[src/rtl/gin_pkg.sv]
// Shared constants and helpers for the GIN multicast bus.
package gin_pkg;

  localparam int unsigned GIN_STAT_W = 16;

  // Ceiling log2 for elaboration-time sizing.
  function automatic int unsigned clog2(input int unsigned v);
    int unsigned r;
    r = 0;
    for (int unsigned i = 0; i < 32; i++) begin
      if ((64'd1 << i) < 64'(v)) r = i + 1;
    end
    return r;
  endfunction

  // All-ones tag of the given width; callers truncate to their tag width.
  function automatic logic [31:0] bcast_tag(input int unsigned w);
    logic [31:0] m;
    m = '0;
    for (int unsigned i = 0; i < 32; i++) begin
      if (i < w) m[i] = 1'b1;
    end
    return m;
  endfunction

endpackage

[src/rtl/gin_slv_fifo.sv]
// Per-slave FIFO: registered storage, head read straight from the array.
module gin_slv_fifo
  import gin_pkg::*;
#(
  parameter int unsigned DATA_BITWIDTH = 8,
  parameter int unsigned FIFO_DEPTH    = 2
) (
  input  logic                     i_clk,
  input  logic                     i_rst,
  input  logic                     i_push,
  input  logic [DATA_BITWIDTH-1:0] i_data,
  input  logic                     i_pop,
  output logic                     o_full,
  output logic                     o_empty,
  output logic [DATA_BITWIDTH-1:0] o_head
);

  localparam int unsigned PTR_W = clog2(FIFO_DEPTH);
  localparam int unsigned CNT_W = PTR_W + 1;

  logic [DATA_BITWIDTH-1:0] mem_q [FIFO_DEPTH];
  logic [DATA_BITWIDTH-1:0] mem_d [FIFO_DEPTH];
  logic [PTR_W-1:0]         wr_ptr_q, wr_ptr_d;
  logic [PTR_W-1:0]         rd_ptr_q, rd_ptr_d;
  logic [CNT_W-1:0]         cnt_q, cnt_d;
  logic                     full_q, full_d;
  logic                     empty_q, empty_d;
  logic                     do_push, do_pop;

  always_comb begin
    mem_d    = mem_q;
    wr_ptr_d = wr_ptr_q;
    rd_ptr_d = rd_ptr_q;
    do_push  = i_push & ~full_q;
    do_pop   = i_pop & ~empty_q;
    if (do_push) begin
      mem_d[wr_ptr_q] = i_data;
      wr_ptr_d        = wr_ptr_q + PTR_W'(1);
    end
    if (do_pop) begin
      rd_ptr_d = rd_ptr_q + PTR_W'(1);
    end
    cnt_d   = cnt_q + CNT_W'(do_push) - CNT_W'(do_pop);
    full_d  = (cnt_d == CNT_W'(FIFO_DEPTH));
    empty_d = (cnt_d == '0);
  end

  always_ff @(posedge i_clk or negedge i_rst) begin
    if (!i_rst) begin
      mem_q    <= '{default: '0};
      wr_ptr_q <= '0;
      rd_ptr_q <= '0;
      cnt_q    <= '0;
      full_q   <= 1'b0;
      empty_q  <= 1'b1;
    end else begin
      mem_q    <= mem_d;
      wr_ptr_q <= wr_ptr_d;
      rd_ptr_q <= rd_ptr_d;
      cnt_q    <= cnt_d;
      full_q   <= full_d;
      empty_q  <= empty_d;
    end
  end

  assign o_full  = full_q;
  assign o_empty = empty_q;
  assign o_head  = mem_q[rd_ptr_q];

endmodule

[src/rtl/gin_bus_mc_fifo.sv]
// GIN multicast bus: tag/ID match, atomic multicast push into per-slave FIFOs.
// Optional drop/stall counters are enabled with GIN_BUS_STATS_EN.
module gin_bus_mc_fifo
  import gin_pkg::*;
#(
  parameter int unsigned ID_BITWIDTH   = 4,
  parameter int unsigned DATA_BITWIDTH = 8,
  parameter int unsigned SLV_NUM       = 6,
  parameter int unsigned FIFO_DEPTH    = 2
) (
  input  logic                               i_clk,
  input  logic                               i_rst,
  input  logic [ID_BITWIDTH+DATA_BITWIDTH-1:0] i_packet,
  input  logic                               i_valid,
  output logic                               o_ready,
  output logic [SLV_NUM*DATA_BITWIDTH-1:0]   o_packet,
  output logic [SLV_NUM-1:0]                 o_valid,
  input  logic [SLV_NUM-1:0]                 i_ready,
  input  logic [SLV_NUM*ID_BITWIDTH-1:0]     i_id,
  input  logic                               i_id_valid,
  output logic [SLV_NUM*ID_BITWIDTH-1:0]     o_cur_id,
  output logic                               o_busy
`ifdef GIN_BUS_STATS_EN
  ,
  output logic [GIN_STAT_W-1:0]              o_drop_cnt,
  output logic [GIN_STAT_W-1:0]              o_stall_cnt
`endif
);

  localparam logic [ID_BITWIDTH-1:0] BCAST = ID_BITWIDTH'(bcast_tag(ID_BITWIDTH));

  logic [SLV_NUM-1:0][ID_BITWIDTH-1:0]   id_q, id_d;
  logic [SLV_NUM-1:0][DATA_BITWIDTH-1:0] head;
  logic [ID_BITWIDTH-1:0]                tag;
  logic [DATA_BITWIDTH-1:0]              data;
  logic [SLV_NUM-1:0]                    match, full, empty, push, pop;
  logic                                  hs;

  assign tag  = i_packet[ID_BITWIDTH+DATA_BITWIDTH-1 -: ID_BITWIDTH];
  assign data = i_packet[DATA_BITWIDTH-1:0];

  // Acceptance uses registered full flags only, keeping i_ready off the o_ready path.
  always_comb begin
    id_d = id_q;
    if (i_id_valid) id_d = i_id;
    for (int unsigned i = 0; i < SLV_NUM; i++) begin
      match[i] = (tag == id_q[i]) | (tag == BCAST);
    end
    o_ready = &(~match | ~full);
    hs      = i_valid & o_ready;
    push    = {SLV_NUM{hs}} & match;
    pop     = ~empty & i_ready;
  end

  always_ff @(posedge i_clk or negedge i_rst) begin
    if (!i_rst) id_q <= '0;
    else        id_q <= id_d;
  end

  for (genvar g = 0; g < SLV_NUM; g++) begin : g_slv
    gin_slv_fifo #(
      .DATA_BITWIDTH(DATA_BITWIDTH),
      .FIFO_DEPTH   (FIFO_DEPTH)
    ) u_fifo (
      .i_clk  (i_clk),
      .i_rst  (i_rst),
      .i_push (push[g]),
      .i_data (data),
      .i_pop  (pop[g]),
      .o_full (full[g]),
      .o_empty(empty[g]),
      .o_head (head[g])
    );
  end

  assign o_valid  = ~empty;
  assign o_packet = head;
  assign o_cur_id = id_q;
  assign o_busy   = |(~empty);

`ifdef GIN_BUS_STATS_EN
  logic [GIN_STAT_W-1:0] drop_cnt_q, drop_cnt_d;
  logic [GIN_STAT_W-1:0] stall_cnt_q, stall_cnt_d;

  // Saturating event counters.
  always_comb begin
    drop_cnt_d  = drop_cnt_q;
    stall_cnt_d = stall_cnt_q;
    if (hs && (match == '0) && (drop_cnt_q != '1)) drop_cnt_d = drop_cnt_q + GIN_STAT_W'(1);
    if (i_valid && !o_ready && (stall_cnt_q != '1)) stall_cnt_d = stall_cnt_q + GIN_STAT_W'(1);
  end

  always_ff @(posedge i_clk or negedge i_rst) begin
    if (!i_rst) begin
      drop_cnt_q  <= '0;
      stall_cnt_q <= '0;
    end else begin
      drop_cnt_q  <= drop_cnt_d;
      stall_cnt_q <= stall_cnt_d;
    end
  end

  assign o_drop_cnt  = drop_cnt_q;
  assign o_stall_cnt = stall_cnt_q;
`endif

endmodule
[config.mk]
export PLATFORM = sky130hd
export DESIGN_NAME = gin_bus_mc_fifo
export DESIGN_NICKNAME = d
export VERILOG_FILES = /design/src/rtl/gin_pkg.sv /design/src/rtl/gin_slv_fifo.sv /design/src/rtl/gin_bus_mc_fifo.sv
export SDC_FILE = /design/constraint.sdc
export NUM_CORES = 1
export LEC_CHECK = 0
export BUFFER_PORTS_ARGS = -buffer_cell sky130_fd_sc_hd__buf_4
export CORE_MARGIN = 1
export CORE_UTILIZATION = 58
export CTS_BUF_LIST = sky130_fd_sc_hd__clkbuf_8
export DETAILED_ROUTE_END_ITERATION = 16
export HOLD_SLACK_MARGIN = 0.1
export PLACE_DENSITY = 0.85
export SETUP_SLACK_MARGIN = 0.05
export SYNTH_ARGS = -nofsm -noshare
export SYNTH_HDL_FRONTEND = slang
export SYNTH_SLANG_ARGS = --single-unit
[constraint.sdc]
create_clock -name i_clk -period 2.5 [get_ports i_clk]
set_input_delay 0.5 -clock i_clk [delete_from_list [all_inputs] [get_ports i_clk]]
set_output_delay 0.5 -clock i_clk [all_outputs]
set_load 0.05 [all_outputs]
==> results of run 1 <==
[worst register-to-register path, delay by kind of cell (launching register included)]
family                   cells  cell delay [ns]
AND/OR/NAND/NOR              2             0.28
XOR/XNOR                     3             0.54
adder cells (fa/ha/maj)      1             0.18
flip-flops                   1             0.39
buffers and inverters        4             0.57
AO/OA/AOI/OAI                2             0.50
[sequential cells by signal (all words and copies together) (netlist names)]
signal / count
g_slv.u_fifo.cnt_q: 12
g_slv.u_fifo.mem_q: 96
g_slv.u_fifo.o_empty: 6
g_slv.u_fifo.o_full: 6
g_slv.u_fifo.rd_ptr_q: 6
g_slv.u_fifo.wr_ptr_q: 6
o_cur_id: 24
[area by class of cell]
class                           count  area [um2]  share of cell area [%]
Clock buffer                       20         275                    2.93
Clock inverter                     12        97.6                    1.04
Inverter                           25        93.8                   0.999
Multi-Input combinational cell    300        3440                    36.6
Sequential cell                   156        3920                    41.7
Tap cell                          168         210                    2.24
Timing Repair Buffer              170        1360                    14.5
[final timing paths]
| path | slack (ns) | end | depth (start not counted) | startpoint |
|---|---|---|---|---|
| max in group asynchronous | 1.14 | g_slv[2].u_fifo.mem_q[3] | 3 | i_rst |
| max | -0.13 | o_ready | 8 | o_cur_id[21] |
| min | 0.25 | o_cur_id[3] | 2 | i_id[3] |
| min in group asynchronous | 0.59 | g_slv[3].u_fifo.mem_q[2] | 2 | i_rst |
| max reg2reg | -0.03 | g_slv[4].u_fifo.o_full | 12 | o_cur_id[21] |
| min reg2reg | 0.49 | g_slv[2].u_fifo.mem_q[13] | 1 | g_slv[2].u_fifo.mem_q[13] |
[report_power, final]
part | leakage [uW] | total [uW] | internal, uW | switching, uW
registers | 0.00191 | 4430 | 3640 | 793
logic | 0.00247 | 6520 | 2720 | 3800
clock network | 0.000193 | 1770 | 854 | 920
[per-layer routing]
| layer | GRT usage [%] | share of wire (%) | wire length [um] | vias up |
|---|---|---|---|---|
| met3 | 7.17 | 4.3 | 705 | 31 |
| met4 | 9.78 | 2.5 | 403 | 0 |
| met5 | 0 | 0 | 0 | - |
| met1 | 33.2 | 42 | 6960 | 2386 |
| met2 | 42.5 | 51 | 8360 | 128 |
| li1 | - | - | - | 2084 |
[stage by stage]
stage,TNS [ns],cell area [um2],instances,util (%)
after CTS,-0.110,9150,840,74.9
after global placement,-1.33,8690,800,71.2
final,-0.171,9390,851,76.9
after detailed placement,-3.76,8690,800,71.2
after global routing,-0.683,9390,851,76.9
after floorplan,-0.180,7450,508,-
[cells in the final DEF (no fill, tap or decap), drive strengths merged, types with 3 or more instances in the layout]
| master | count |
|---|---|
| a22oi | 3 |
| and2 | 4 |
| and3 | 5 |
| and3b | 6 |
| buf | 169 |
| clkbuf | 20 |
| clkinv | 5 |
| clkinvlp | 3 |
| dfrtp | 150 |
| dfstp | 6 |
| ha | 12 |
| inv | 28 |
| mux2 | 168 |
| nand4 | 19 |
| nor2 | 6 |
| nor2b | 17 |
| o41ai | 6 |
| xnor2 | 18 |
| xor2 | 30 |
[logic make-up after synthesis]
kind of cell | after synthesis
DFF | 156
xor gates and xnor gates | 48
adders and majority gates | 12
buffers and inverters | 52
and+or+nand+nor | 63
AOI/OAI and AO/OA | 9
muxes | 168
[repair_timing]
item	CTS	global route
hold buffers	1	0
gates cloned	0	0
pin swaps	10	22
endpoints found under the hold margin	58	0
gates resized for setup	6	23
buffers inserted	7	11
setup endpoints to repair	2	48
==> impl_metrics.ini, run 1 <==
[run_status]
status = complete, but fails checks
violations = setup timing

[global_route]
grt_pass1_vias = 4938
grt_overflow_total = 0
grt_usage_pct = 26.0
antenna_found_initial = 0
grt_max_degree = 66
grt_first_pass_wirelength_um = 25300

[floorplan]
ios = 126
die_y_um = 115
core_mm2 = 0.0122
initial_core_util_pct = 60.7
die-area_mm2 = 0.0132
die_w_um = 115
rows = 40

[place]
port_buffers = 125
preCtsSetupSlack_ns = -0.190
gp_congestion = 0.828
dp_hpwl_um = 11000

[setup_path]
startpoint_type = register
cp_slowest_stage_delay_ns = 0.43
cp_cell_sequence = xor2_1, o41ai_2, buf_4, a22oi_2, buf_4, nand3_2, inv_2, buf_6
arrival_ns = 2.13
crit_slowest_cell = o41ai_2
crit_required_ns = 2.00
cp_max_fo = 4
crit_type = reg -> out
cpMostUsedCell = buf_4
critPathCaptureType = primary output
cp_top_family = buffers and inverters
crit_buf_inv = 4

[cts]
clock_sinks = 156
cts_root_buf = clkbuf_8
cts_buffers = 17
insertion_delay_ns = 0.48
clockBufferDepth = 2
clkTransAtPathRegs_ns = 0.09
h-tree-depth = 4
tritoncts = done

[synthesis]
syn_area_mm2 = 0.00741
synth_top_area_cell = dfrtp_1
synthMuxAreaShare_pct = 26.7
ys_ff_latch = 156
synthTopCellsByArea = dfrtp_1, mux2_2, mux2_1, mux2_4, xor2_1
syn_nets = 566
synthDominantCellAreaShare_pct = 50.7
synth_cell_type_count = 31
synthArstFlopShare_pct = 100
syn_inst = 508
synth-simple-area-share_pct = 7.13
synthAdderAreaFrac_pct = 2.03
synthFlopType = dfrtp_1
ys_top_cells_by_count = dfrtp_1, mux2_2, mux2_1
synth_compound_area_share_pct = 1.84
synth_top_family_by_area = multiplexers
ys_seq_area_share_pct = 52.8
syn_area_per_cell_um2 = 14.6
yosysMostFrequentCell = dfrtp_1
synth_warnings = 0
synth-edff-count = 0
synth-xor-area-share_pct = 5.98

[sta]
finalCriticalPeriod_ns = 2.63
drv_slew = 0
finalClockSkew_ns = 0.0174
rsz0062_at_grt = true
max_freq_mhz = 380
relSlewSlack_pct = 59.6
finalWorstSetupSlack_ns = -0.130
holdWs_ns = 0.250
worstMarginPinSlew_ns = 0.607
setup_violations = 3
fin_crit_sh_pct = 105
hold_viol_final = 0

[drt]
drcViolationCount = 0
drt_iter0_drc = 244
vias = 4629
wl_per_cell_um = 19.3
postRouteAntennaNets = 0
via_per_inst = 5.44
first_pass_iters = 5
routed_wl_um = 16400

[power]
power_density_mw_per_mm2 = 1360
p_leak_uw = 0.00456
ir_worst_vdd_uv = 838
power_uw = 12700

[final_layout]
fillers = 752
syn_to_final_growth_pct = 26.7
nets = 728
diodes = 0
drive_above_1_share_pct = 56.7

[hold_path]
hp-class = in -> reg

[run]
max_cap_viol_count = 0
Note: power is estimated with default switching activity, not from simulation.
==> run 2: changes to the inputs <==
--- a/config.mk
+++ b/config.mk
@@ -5,7 +5,7 @@
 export SDC_FILE = /design/constraint.sdc
 export NUM_CORES = 1
 export LEC_CHECK = 0
-export BUFFER_PORTS_ARGS = -buffer_cell sky130_fd_sc_hd__buf_4
+export BUFFER_PORTS_ARGS = -buffer_cell sky130_fd_sc_hd__buf_2
 export CORE_MARGIN = 1
 export CORE_UTILIZATION = 58
 export CTS_BUF_LIST = sky130_fd_sc_hd__clkbuf_8
==> impl_metrics.ini, run 2 (same netlist as run 1, synthesis figures left out) <==
[cts]
cts_root_buf = clkbuf_8
clkTransAtPathRegs_ns = 0.08
insertion_delay_ns = 0.46
tritoncts = done
clock_sinks = 156
h-tree-depth = 4
clockBufferDepth = 2
cts_buffers = 17

[global_route]
grt_first_pass_wirelength_um = 25200
grt_pass1_vias = 4866
grt_usage_pct = 25.9
grt_max_degree = 58
grt_overflow_total = 0
antenna_found_initial = 0

[setup_path]
startpoint_type = register
critPathCaptureType = primary output
crit_start = o_cur_id[19]
crit_type = reg -> out
cp_max_fo = 4
crit_required_ns = 2.00
r2r-start = o_cur_id[1]
arrival_ns = 2.04

[sta]
max_freq_mhz = 393
hold_viol_final = 0
fin_crit_sh_pct = 102
finalWorstSetupSlack_ns = -0.0427
drv_slew = 0
worstMarginPinSlew_ns = 0.529
relSlewSlack_pct = 64.7
finalCriticalPeriod_ns = 2.54
finalClockSkew_ns = 0.0109
setup_violations = 1
rsz0062_at_grt = true

[power]
ir_worst_vdd_uv = 821
p_leak_uw = 0.00450
power_density_mw_per_mm2 = 1380

[floorplan]
initial_core_util_pct = 60.7
rows = 40
core_mm2 = 0.0122
ios = 126
die_y_um = 115
die_w_um = 115
die-area_mm2 = 0.0132

[place]
gp_congestion = 0.820
dp_hpwl_um = 11100
port_buffers = 125
placed_area_mm2 = 0.00840
dp_cells = 803
preCtsSetupSlack_ns = -0.290

[final_layout]
mostFrequentLayoutCells = dfrtp_1, buf_2, mux2_2
diodes = 0
fin_cells = 853
fin_area_mm2 = 0.00915
final_core_util_pct = 75.0
drive_above_1_share_pct = 57.2
final_common_cell = dfrtp_1
fillers = 784
nets = 730
largest_reg_flops = 96
syn_to_final_growth_pct = 23.5
top_register = g_slv.u_fifo.mem_q

[drt]
wl_met3_um = 551
vias = 4573
routed.top_layer = met4
wl_per_cell_um = 18.9
wl_met1_um = 7000
drcViolationCount = 0
via_per_inst = 5.36
postRouteAntennaNets = 0
first_pass_iters = 4
drt_iter0_drc = 131
met2WireLength_um = 8340
routed_wl_um = 16100

[run_status]
violations = setup timing
status = complete, but fails checks

[hold_path]
worstHoldStart = i_id[6]
hp-class = in -> reg

[run]
max_cap_viol_count = 0
==> run 2: cell types whose count changed in the layout (fill, tap and decap cells not counted), sizes merged <==
cell,change
buf,+2
clkbuf,+2
clkinvlp,-2
bufinv,+2
inv,-2
==> run 2: where the power goes <==
part           internal [uW]  switching (uW)  leakage, uW
clock                   1120             920     0.000226
combinational           2340            3770      0.00237
sequential              3640             811      0.00191
==> run 2: what timing repair did <==
| item | CTS | global route |
|---|---|---|
| hold buffers | 1 | 0 |
| gates cloned | 0 | 0 |
| gates resized for setup | 11 | 21 |
| endpoints found under the setup margin | 2 | 26 |
| buffers inserted | 9 | 8 |
| pin swaps | 6 | 17 |
| hold endpoints to repair | 51 | 0 |
==> run 2: metal layers <==
layer	track usage [%]	vias up
li1	-	2096
met1	32.5	2364
met2	44.7	98
met3	6.38	15
met4	7.53	0
met5	0	-
==> run 2: worst paths after layout <==
kind | endpoint | slack [ns] | depth (start not counted)
max in group asynchronous | g_slv[0].u_fifo.o_empty | 1.17 | 3
hold reg to reg | g_slv[3].u_fifo.wr_ptr_q | 0.49 | 1
setup reg to reg | g_slv[1].u_fifo.o_full | 0.02 | 11
setup / recovery | o_ready | -0.04 | 8
hold / removal | o_cur_id[6] | 0.27 | 2
min in group asynchronous | g_slv[3].u_fifo.mem_q[11] | 0.58 | 2
==> run 2: worst max-delay path, stage by stage, from the launching register on <==
cell     delay (ns)
dfrtp_1        0.40
xor2_1         0.16
o41ai_2        0.39
buf_4          0.18
a22oi_2        0.07
buf_6          0.16
nand3_2        0.05
inv_2          0.04
buf_6          0.14
==> run 2: metrics by stage <==
| step | setup TNS (ns) | power [uW] | hold WS [ns] |
|---|---|---|---|
| floorplan | -0.180 | 8820 | 0.204 |
| global placement | -5.60 | 9900 | 0.468 |
| detailed placement | -9.86 | 10200 | 0.477 |
| CTS | -0.0571 | 12400 | 0.250 |
| global route | -0.662 | 13200 | 0.251 |
| finish | -0.0427 | 12600 | 0.267 |
==> run 2: area by class of cell <==
type	count	area [um2]	area share, %
multi-input combinational	300	3420	37.4
tap	168	210	2.30
sequential	156	3920	42.8
clock buffer	22	303	3.31
inverter	25	93.8	1.03
clock inverter	10	138	1.50
timing repair buffer	172	1070	11.7
